**src/rtl/hazard_stall_controller_if.sv**
```systemverilog
// ============================================================================
// Module      : hazard_stall_controller_if
// Description : Bundle between the ID-stage decode/pipeline registers and the
//               hazard stall controller. It carries the hazard inputs from the
//               ID/EX/MEM stages and returns the pipeline control outputs.
//   master : pipeline side. Drives the decode/stage fields and receives the
//            enables, bubble, flush, MULT/DIV handshake and stall counter.
//   slave  : controller side.
// Revision    : 1.0 - initial release
// ============================================================================
`default_nettype none

interface hazard_stall_controller_if #(
    parameter int CNT_W = 16
);
    // ID-stage instruction fields
    logic [4:0]       Rs_Id;
    logic [4:0]       Rt_Id;
    logic             UsesRt_Id;
    logic             Branch_Id;
    logic             BranchTaken_Id;
    logic             Jump_Id;
    logic             MulDiv_Id;
    logic             HiLoRead_Id;
    // EX / MEM stage producers
    logic [4:0]       Rd_Ex;
    logic             RegWrite_Ex;
    logic             MemRead_Ex;
    logic [4:0]       Rd_Mem;
    logic             MemRead_Mem;
    // Pipeline control
    logic             PCWrite;
    logic             IF_ID_Write;
    logic             IF_ID_Flush;
    logic             ID_EX_Bubble;
    logic             MulStart;
    logic             MulBusy;
    logic [CNT_W-1:0] StallCycles;

    modport master (
        output Rs_Id, Rt_Id, UsesRt_Id, Branch_Id, BranchTaken_Id, Jump_Id,
               MulDiv_Id, HiLoRead_Id, Rd_Ex, RegWrite_Ex, MemRead_Ex,
               Rd_Mem, MemRead_Mem,
        input  PCWrite, IF_ID_Write, IF_ID_Flush, ID_EX_Bubble, MulStart,
               MulBusy, StallCycles
    );

    modport slave (
        input  Rs_Id, Rt_Id, UsesRt_Id, Branch_Id, BranchTaken_Id, Jump_Id,
               MulDiv_Id, HiLoRead_Id, Rd_Ex, RegWrite_Ex, MemRead_Ex,
               Rd_Mem, MemRead_Mem,
        output PCWrite, IF_ID_Write, IF_ID_Flush, ID_EX_Bubble, MulStart,
               MulBusy, StallCycles
    );
endinterface

`default_nettype wire

```
**src/rtl/hazard_stall_controller.sv**
```systemverilog
// ============================================================================
// Module      : hazard_stall_controller
// Description : ID-stage hazard detection for the 5-stage MIPS pipeline.
//               Stalls on load-use, on branch operand dependencies that are
//               still in flight, and on MULT/DIV/MFHI/MFLO while the HI/LO
//               unit is busy. It also flushes IF/ID on taken branches and
//               jumps, issues the MULT/DIV start pulse, and counts stall cycles
//               in a saturating counter.
//   Clk  : pipeline clock, rising edge
//   Rst  : synchronous reset, active high
//   bus  : slave side of hazard_stall_controller_if (hazard inputs in,
//          PCWrite/IF_ID_Write/IF_ID_Flush/ID_EX_Bubble/MulStart/MulBusy/
//          StallCycles out)
// Revision    : 1.0 - initial release
// ============================================================================
`default_nettype none

module hazard_stall_controller #(
    parameter int MUL_LATENCY = 4,   // 1..15
    parameter int CNT_W       = 16
) (
    input  wire logic                    Clk,
    input  wire logic                    Rst,
    hazard_stall_controller_if.slave     bus
);

    typedef enum logic [0:0] {
        ST_IDLE = 1'b0,
        ST_BUSY = 1'b1
    } state_t;

    localparam logic [3:0]       c_BUSY_INIT = 4'(MUL_LATENCY - 1);
    localparam logic [CNT_W-1:0] c_CNT_MAX   = {CNT_W{1'b1}};

    state_t           state_q,     state_d;
    logic [3:0]       busy_cnt_q,  busy_cnt_d;
    logic [CNT_W-1:0] stall_cnt_q, stall_cnt_d;

    logic w_ex_match;
    logic w_mem_match;
    logic w_load_use;
    logic w_br_haz;
    logic w_mul_haz;
    logic w_stall;
    logic w_busy;
    logic w_mul_start;
    logic w_pc_write;

    // Register 0 is hardwired to zero and never a real dependency.
    assign w_ex_match  = (bus.Rd_Ex != 5'd0) &&
                         ((bus.Rd_Ex == bus.Rs_Id) ||
                          (bus.UsesRt_Id && (bus.Rd_Ex == bus.Rt_Id)));
    assign w_mem_match = (bus.Rd_Mem != 5'd0) &&
                         ((bus.Rd_Mem == bus.Rs_Id) ||
                          (bus.UsesRt_Id && (bus.Rd_Mem == bus.Rt_Id)));

    assign w_busy      = (state_q == ST_BUSY);
    assign w_load_use  = bus.MemRead_Ex && w_ex_match;
    // Branches compare in ID, so any EX result or MEM load feeding them is
    // too late for forwarding.
    assign w_br_haz    = bus.Branch_Id &&
                         ((bus.RegWrite_Ex && w_ex_match) ||
                          (bus.MemRead_Mem && w_mem_match));
    assign w_mul_haz   = w_busy && (bus.MulDiv_Id || bus.HiLoRead_Id);
    assign w_stall     = w_load_use || w_br_haz || w_mul_haz;

    // Only IDLE may launch, so a MULT behind a busy unit waits via w_mul_haz.
    assign w_mul_start = !Rst && !w_busy && bus.MulDiv_Id && !w_stall;
    assign w_pc_write  = !Rst && !w_stall;

    // Reset holds the front end frozen with a bubble and flush pending.
    always_comb begin
        bus.PCWrite      = w_pc_write;
        bus.IF_ID_Write  = w_pc_write;
        bus.ID_EX_Bubble = Rst || w_stall;
        bus.IF_ID_Flush  = Rst || (!w_stall && (bus.BranchTaken_Id || bus.Jump_Id));
        bus.MulStart     = w_mul_start;
        bus.MulBusy      = !Rst && w_busy;
        bus.StallCycles  = stall_cnt_q;
    end

    always_comb begin
        state_d     = state_q;
        busy_cnt_d  = busy_cnt_q;
        stall_cnt_d = stall_cnt_q;

        case (state_q)
            ST_IDLE: begin
                if (w_mul_start) begin
                    state_d    = ST_BUSY;
                    busy_cnt_d = c_BUSY_INIT;
                end
            end
            ST_BUSY: begin
                if (busy_cnt_q == 4'd0) begin
                    state_d = ST_IDLE;
                end else begin
                    busy_cnt_d = busy_cnt_q - 4'd1;
                end
            end
            default: state_d = ST_IDLE;
        endcase

        if (!w_pc_write && (stall_cnt_q != c_CNT_MAX)) begin
            stall_cnt_d = stall_cnt_q + 1'b1;
        end
    end

    always_ff @(posedge Clk) begin
        if (Rst) begin
            state_q     <= ST_IDLE;
            busy_cnt_q  <= 4'd0;
            stall_cnt_q <= '0;
        end else begin
            state_q     <= state_d;
            busy_cnt_q  <= busy_cnt_d;
            stall_cnt_q <= stall_cnt_d;
        end
    end

endmodule

`default_nettype wire

```
**src/flat_wrapper.sv**
```systemverilog
// flat-port wrapper written by rule: the top's interface ports become plain ports
module hazard_stall_controller_flat 
#(
    parameter int MUL_LATENCY = 4,           
    parameter int CNT_W       = 16
)
  (Clk, Rst, bus_Rs_Id, bus_Rt_Id, bus_UsesRt_Id, bus_Branch_Id, bus_BranchTaken_Id, bus_Jump_Id, bus_MulDiv_Id, bus_HiLoRead_Id, bus_Rd_Ex, bus_RegWrite_Ex, bus_MemRead_Ex, bus_Rd_Mem, bus_MemRead_Mem, bus_PCWrite, bus_IF_ID_Write, bus_IF_ID_Flush, bus_ID_EX_Bubble, bus_MulStart, bus_MulBusy, bus_StallCycles);
  hazard_stall_controller_if #(.CNT_W(CNT_W)) bus_i ();
  input  wire logic Clk;
  input  wire logic Rst;
  input wire logic [$bits(bus_i.Rs_Id)-1:0] bus_Rs_Id;
  input wire logic [$bits(bus_i.Rt_Id)-1:0] bus_Rt_Id;
  input wire logic [$bits(bus_i.UsesRt_Id)-1:0] bus_UsesRt_Id;
  input wire logic [$bits(bus_i.Branch_Id)-1:0] bus_Branch_Id;
  input wire logic [$bits(bus_i.BranchTaken_Id)-1:0] bus_BranchTaken_Id;
  input wire logic [$bits(bus_i.Jump_Id)-1:0] bus_Jump_Id;
  input wire logic [$bits(bus_i.MulDiv_Id)-1:0] bus_MulDiv_Id;
  input wire logic [$bits(bus_i.HiLoRead_Id)-1:0] bus_HiLoRead_Id;
  input wire logic [$bits(bus_i.Rd_Ex)-1:0] bus_Rd_Ex;
  input wire logic [$bits(bus_i.RegWrite_Ex)-1:0] bus_RegWrite_Ex;
  input wire logic [$bits(bus_i.MemRead_Ex)-1:0] bus_MemRead_Ex;
  input wire logic [$bits(bus_i.Rd_Mem)-1:0] bus_Rd_Mem;
  input wire logic [$bits(bus_i.MemRead_Mem)-1:0] bus_MemRead_Mem;
  output wire logic [$bits(bus_i.PCWrite)-1:0] bus_PCWrite;
  output wire logic [$bits(bus_i.IF_ID_Write)-1:0] bus_IF_ID_Write;
  output wire logic [$bits(bus_i.IF_ID_Flush)-1:0] bus_IF_ID_Flush;
  output wire logic [$bits(bus_i.ID_EX_Bubble)-1:0] bus_ID_EX_Bubble;
  output wire logic [$bits(bus_i.MulStart)-1:0] bus_MulStart;
  output wire logic [$bits(bus_i.MulBusy)-1:0] bus_MulBusy;
  output wire logic [$bits(bus_i.StallCycles)-1:0] bus_StallCycles;
  assign bus_i.Rs_Id = bus_Rs_Id;
  assign bus_i.Rt_Id = bus_Rt_Id;
  assign bus_i.UsesRt_Id = bus_UsesRt_Id;
  assign bus_i.Branch_Id = bus_Branch_Id;
  assign bus_i.BranchTaken_Id = bus_BranchTaken_Id;
  assign bus_i.Jump_Id = bus_Jump_Id;
  assign bus_i.MulDiv_Id = bus_MulDiv_Id;
  assign bus_i.HiLoRead_Id = bus_HiLoRead_Id;
  assign bus_i.Rd_Ex = bus_Rd_Ex;
  assign bus_i.RegWrite_Ex = bus_RegWrite_Ex;
  assign bus_i.MemRead_Ex = bus_MemRead_Ex;
  assign bus_i.Rd_Mem = bus_Rd_Mem;
  assign bus_i.MemRead_Mem = bus_MemRead_Mem;
  assign bus_PCWrite = bus_i.PCWrite;
  assign bus_IF_ID_Write = bus_i.IF_ID_Write;
  assign bus_IF_ID_Flush = bus_i.IF_ID_Flush;
  assign bus_ID_EX_Bubble = bus_i.ID_EX_Bubble;
  assign bus_MulStart = bus_i.MulStart;
  assign bus_MulBusy = bus_i.MulBusy;
  assign bus_StallCycles = bus_i.StallCycles;
  hazard_stall_controller #(.MUL_LATENCY(MUL_LATENCY), .CNT_W(CNT_W)) u_core (.Clk(Clk), .Rst(Rst), .bus(bus_i));
endmodule
```
**config.mk**
```make
export PLATFORM = sky130hd
export DESIGN_NAME = hazard_stall_controller_flat
export DESIGN_NICKNAME = d
export VERILOG_FILES = /design/src/rtl/hazard_stall_controller_if.sv /design/src/rtl/hazard_stall_controller.sv /design/src/flat_wrapper.sv
export SDC_FILE = /design/constraint.sdc
export NUM_CORES = 1
export LEC_CHECK = 0
export CAP_MARGIN = 10
export CORE_MARGIN = 3
export CORE_UTILIZATION = 56
export CTS_CLUSTER_DIAMETER = 100
export DETAILED_ROUTE_END_ITERATION = 6
export DONT_BUFFER_PORTS = 1
export GPL_TIMING_DRIVEN = 0
export PLACE_DENSITY = 0.74
export REMOVE_ABC_BUFFERS = 1
export SLEW_MARGIN = 20
export SYNTH_ARGS = -nofsm -noshare
export SYNTH_HDL_FRONTEND = slang
export SYNTH_SLANG_ARGS = --single-unit
```
**constraint.sdc**
```tcl
create_clock -name Clk -period 1.97 [get_ports Clk]
set_input_delay 0.197 -clock Clk [delete_from_list [all_inputs] [get_ports Clk]]
set_output_delay 0.197 -clock Clk [all_outputs]
set_load 0.03 [all_outputs]
```
### Word level (Yosys, flattened, before mapping)

Index checks and enable logic that the tools add are counted.

| word-level totals | value |
|---|---|
| bits in registers | 21 |
| bits in latches | 0 |
| RAM bits | 0 |
| bits in read-only memories | 0 |
| input port bits | 31 |
| output and inout port bits | 22 |
| logic and storage cells | 52 |
| memories kept | 0 |

| operators by class | value |
|---|---|
| add/sub/neg operators | 2 |
| multipliers | 0 |
| divide/modulo/power cells | 0 |
| magnitude comparators | 0 |
| eq/ne operators | 7 |
| shift-type cells | 0 |
| multiplexer cells | 6 |
| bitwise logic cells | 1 |
| reduce and logical (&&, ||, !) cells | 33 |

Operators by type and width:

| cell | number |
|---|---|
| $eq A5 B5 Y1 | 4 |
| $add A16 B1 Y16 const B | 1 |
| $logic_and A1 B1 Y1 | 16 |
| $ne A16 B16 Y1 const B | 1 |
| $reduce_bool A5 Y1 | 2 |
| $logic_or A1 B1 Y1 | 9 |
| $mux W4 | 2 |
| $pmux W4 S2 | 1 |
| $logic_not A1 Y1 | 4 |
| $logic_not A4 Y1 | 1 |
| $ne A2 B2 Y1 const B | 2 |
| $sub A4 B1 Y4 const B | 1 |
| $mux W1 | 2 |
| $pmux W1 S2 | 1 |
| $reduce_and A2 Y1 | 1 |
| $not A1 Y1 | 1 |

### Depth between registers and ports, before layout

| depth | value |
|---|---|
| depth after elaboration | 13 |
| gate-level depth with buffers | 9 |
| gate-level depth less buffers | 7 |

### Least setup slack after synthesis

OpenSTA, ideal clock, no wires.

| timing path | value |
|---|---|
| path kind | input to output |
| from | in bus_Rd_Mem[0] |
| to | out bus_PCWrite |
| arrival | 2.038 ns |
| data required time | 1.773 ns |
| slack | -0.265 ns |
| cell stages on the path | 7 |
| path buffers | 2 |
| path through | or4_1 > o211ai_2 > o221a_4 > buf_6 > nand2b_1 > inv_1 > buf_4 |

| on the way | value |
|---|---|
| longest elaborated chain between the ends | 11 |
| elaborated cells between the ends (all ways) | 13 |
| classes of those cells | eq/ne (2); reduce/logical (11) |

Ends and longest elaborated chain:

| element | RTL line | text |
|---|---|---|
| start, declared | flat_wrapper.sv:22 | `input wire logic [$bits(bus_i.Rd_Mem)-1:0] bus_Rd_Mem;` |
| $eq A5 B5 Y1 | hazard_stall_controller.sv:55 | `(bus.UsesRt_Id && (bus.Rd_Mem == bus.Rt_Id)));` |
| $logic_and A1 B1 Y1 | hazard_stall_controller.sv:55 |  |
| $logic_or A1 B1 Y1 | hazard_stall_controller.sv:54 | `((bus.Rd_Mem == bus.Rs_Id) \|\|` |
| $logic_and A1 B1 Y1 (*) | hazard_stall_controller.sv:53 | `assign w_mem_match = (bus.Rd_Mem != 5'd0) &&` |
| $logic_and A1 B1 Y1 (*) | hazard_stall_controller.sv:63 | `(bus.MemRead_Mem && w_mem_match));` |
| $logic_or A1 B1 Y1 (*) | hazard_stall_controller.sv:62 | `((bus.RegWrite_Ex && w_ex_match) \|\|` |
| $logic_and A1 B1 Y1 (*) | hazard_stall_controller.sv:61 | `assign w_br_haz = bus.Branch_Id &&` |
| $logic_or A1 B1 Y1 (*) (2 in series) | hazard_stall_controller.sv:65 | `assign w_stall = w_load_use \|\| w_br_haz \|\| w_mul_haz;` |
| $logic_not A1 Y1 (*) | hazard_stall_controller.sv:69 | `assign w_pc_write = !Rst && !w_stall;` |
| $logic_and A1 B1 Y1 (*) | hazard_stall_controller.sv:69 |  |
| end, declared | flat_wrapper.sv:24 | `output wire logic [$bits(bus_i.PCWrite)-1:0] bus_PCWrite;` |

Every way passes the cells marked *; elsewhere a longest branch is shown, timed or not.

### Final worst setup path

| timing path | value |
|---|---|
| from | reg u_core.stall_cnt_q[7] (netlist: u_core.bus.StallCycles[7]) |
| to | reg u_core.stall_cnt_q[5] (netlist: u_core.bus.StallCycles[5]) |

| on the way | value |
|---|---|
| longest elaborated chain between the ends | 2 |

Ends and longest elaborated chain:

| element | RTL line | text |
|---|---|---|
| start, declared | hazard_stall_controller.sv:37 | `logic [CNT_W-1:0] stall_cnt_q, stall_cnt_d;` |
| start signal, assigned | hazard_stall_controller.sv:117 | `stall_cnt_q <= stall_cnt_d;` |
| $ne A16 B16 Y1 | hazard_stall_controller.sv:104 | `if (!w_pc_write && (stall_cnt_q != c_CNT_MAX)) begin` |
| $logic_and A1 B1 Y1 | hazard_stall_controller.sv:104 |  |

No other way between the ends.
A chain may end at the register's enable or synchronous reset.

==> results.md <==
- Final number of hold-violating endpoints: 0
- Critical path class: flop to flop
- Fin cells: 200
- CP peak stage delay: 0.45 ns
- Ys async rst share: 0%
- Switching portion of total power: between 30% and 40%
- Worst skew pair latency: around 0.31 ns
- Max frequency: ~520 MHz
- Via count of the first global-routing pass: between 1,000 and 1,500
- Post-Synthesis Cells: 170
- Vias per cell: approximately 6.7
- CP max-delay cell: dfxtp_4
- Root Driver: clkbuf_4
- Arr. time, crit path: 2.11 ns
- Gate power share: approximately a quarter
- Seq/Total Area, Yosys: between 30 and 40%
- N_diodes: 0
- Flop pwr share: 52.2%
- YS warnings: 0
- Max Slew Vio Count: 0
- H-tree depth reported by CTS: 1
- Maximum fanout along the worst path: 12
- Slew HR: 53.27%
- Slew @ Worst Pin: roughly 0.7 ns
- Fin crit share: just under 100%
- CP cell instances: nand4_1 -> nor2_2 -> nand2_2 -> nor3_4 -> buf_6 -> nor4_4 -> mux2_1
- Core Region: around 2300 um^2
- Ys flop type: dfxtp_1
- Final setup vio count: 0
- Mapped cell area: around 1400 um^2
- Final wirelength: approximately 3.6 mm
- P per Cell Area: 554.5 nW/um^2
- Initial antenna violation count: 0
- Number of synthesized flops with an enable pin: 0
- Nets: roughly 210
- Crit path time final: 1.910 ns
- Die area: 3129 um^2
- WP data required: 2.17 ns
- Layout fillers: a little over 200
- Worst hold path type: input port to flop
- Total Power: approximately 0.87 mW
- Distinct cells, synth: 40
- Vias: approximately 1,300
- Hold Path Stages: 2
- GRT Overall Usage: between 20 and 25%
- DR WL/cell: around 18 um
- NetSw: between 0.2 and 0.3 mW
- Worst path depth: 7
- First-pass GRT wire length: around 5.8 mm
- Unrepaired setup endpoints after global routing: yes
- Pint: 0.5902 mW
- Dpl hpwl: about 2.3 mm
- Status: complete, no violations
- DIE HEIGHT: roughly 56 um
- Final core utilization: between 60 and 70%
- 1st-pass router iterations: 4
- R2R cell count: 7
- Worst path buffer plus inverter count: 1
- Clock slew at reported path FFs: 0.11 ns
- Largest net degree at the start of global routing: 19
- Clock sinks: 21
- Synthesized area per cell: 8.214 um^2
- Core Rows: 17
- # port buffers: 0
- Inst Count DP: 192
- Worst VDD drop: 0.0005170 V
- Max_cap viols: 0
- Delay-heaviest family, CP: simple AND/OR/NAND/NOR gates
- Setup Skew: ~0.0026 ns
- # IOs: 53
- Flop2flop setup slack: 0.06 ns
- DR iter-0 viols: 56
- Synth-to-layout area growth: 12.55%
- Routed Antenna Nets: 0
- Placer Congestion: approximately 0.79
- Die width: 55.94 um
- Starting Density: approximately 61%
- Critical Path Sink Type: flop
- Clock tree buffer depth: 2
- Leakage: between 0.4 and 0.5 nW
- Number of synthesized register bits: 21
- Clock power share: 24.2%
- CTS tree: built
- DRC: 0
- Crit start category: flop
- Grt ovf: 0
- Num CTS Buffers: 3
- Share of layout cells above drive strength 1: between 20% and 30%
## cell type report
cell class | count | area, um^2 | area share [%]
well taps | 28 | 35.03 | 2.229
clock buffers | 4 | 26.28 | 1.672
repair buffers | 4 | 36.28 | 2.309
multi-input cells | 136 | 991.0 | 63.06
inverters | 7 | 30.03 | 1.911
flip-flops and latches | 21 | 452.9 | 28.82
## logic make-up after synthesis
group	share of synthesized area (%)
simple gates	26.34
compound gates	23.39
flops	30.11
xor+xnor	12.54
buf+inv	5.018
fa+ha+maj	1.792
mux	0.8064
## final timing paths
kind	startpoint	endpoint
hold reg to reg	u_core.busy_cnt_q[3]$_SDFFE_PP0P_	u_core.busy_cnt_q[3]$_SDFFE_PP0P_
hold / removal	Rst	u_core.busy_cnt_q[0]$_SDFFE_PP0P_
setup reg to reg	u_core.bus.StallCycles[7]$_SDFFE_PP0P_	u_core.bus.StallCycles[5]$_SDFFE_PP0P_
setup / recovery	u_core.bus.StallCycles[7]$_SDFFE_PP0P_	u_core.bus.StallCycles[5]$_SDFFE_PP0P_
## timing repair
action | 4_1_cts | 5_1_grt
cloned | 1 | 0
setup endpoints to repair | 18 | 19
setup buffers | 2 | 0
endpoints found under the hold margin | 18 | 0
hold buffers | 1 | 0
gates resized for setup | 17 | 18
pin swaps | 2 | 4
## per-stage QoR
stage | hold WS [ns] | worst slack, ns | area, um^2 | setup TNS [ns]
final | 0.02565 | 0.05994 | 1572 | 0
after global routing | 0.01256 | -0.04329 | 1572 | -0.09107
after CTS | 0.01943 | 0.0001321 | 1519 | 0
after detailed placement | 0.2706 | -0.6129 | 1404 | -6.243
after global placement | 0.2690 | -1.435 | 1388 | -20.50
after floorplan | 0.2661 | -0.8511 | 1353 | -11.33
## sequential cells by signal (all words and copies together) (netlist names)
name and flops:
u_core.bus.StallCycles 16, u_core.state_q 1, u_core.busy_cnt_q 4
## power by group through the flow
stage | logic, mW | clock network [mW] | registers [mW]
floorplan | 0.143 | 0 | 0.468
global placement | 0.161 | 0 | 0.471
detailed placement | 0.169 | 0 | 0.471
CTS | 0.200 | 0.216 | 0.462
global route | 0.227 | 0.235 | 0.458
finish | 0.206 | 0.211 | 0.455
## cell usage after synthesis, types with 3 or more instances
cell	count	area, um^2
nor2_1	13	48.80
nor3_1	10	50.05
o31ai_1	10	75.07
nand2b_1	4	25.02
a21oi_1	20	100.1
or4_1	10	75.07
inv_1	7	26.28
xor2_1	18	157.7
nand2_1	7	26.28
nor2b_1	3	18.77
nand3_1	6	30.03
dfxtp_1	21	420.4
## cell usage in the layout (no fill, tap or decap), drive strengths merged, types with 2 or more instances in the layout
master,instances
inv,6
or3,2
xnor2,2
nor2b,3
o221a,2
buf,3
a32oi,2
nor2,13
dfxtp,21
nand2b,4
nand4,2
nor3,10
nand3,6
o21a,2
ha,2
nor4,4
nand2,7
a311oi,2
clkbuf,4
xor2,18
or4,10
o31ai,10
o21bai,2
a21oi,20
o21ai,3
## layer usage
metal | vias to the layer above | wire length (um) | track usage [%]
li1 | 644 | - | -
met1 | 618 | 1485 | 29.90
met5 | - | 0 | 0
met3 | 7 | 336 | 7.425
met4 | 0 | 52 | 5.763
met2 | 61 | 1718 | 37.33
(Power assumes the default switching activity.)
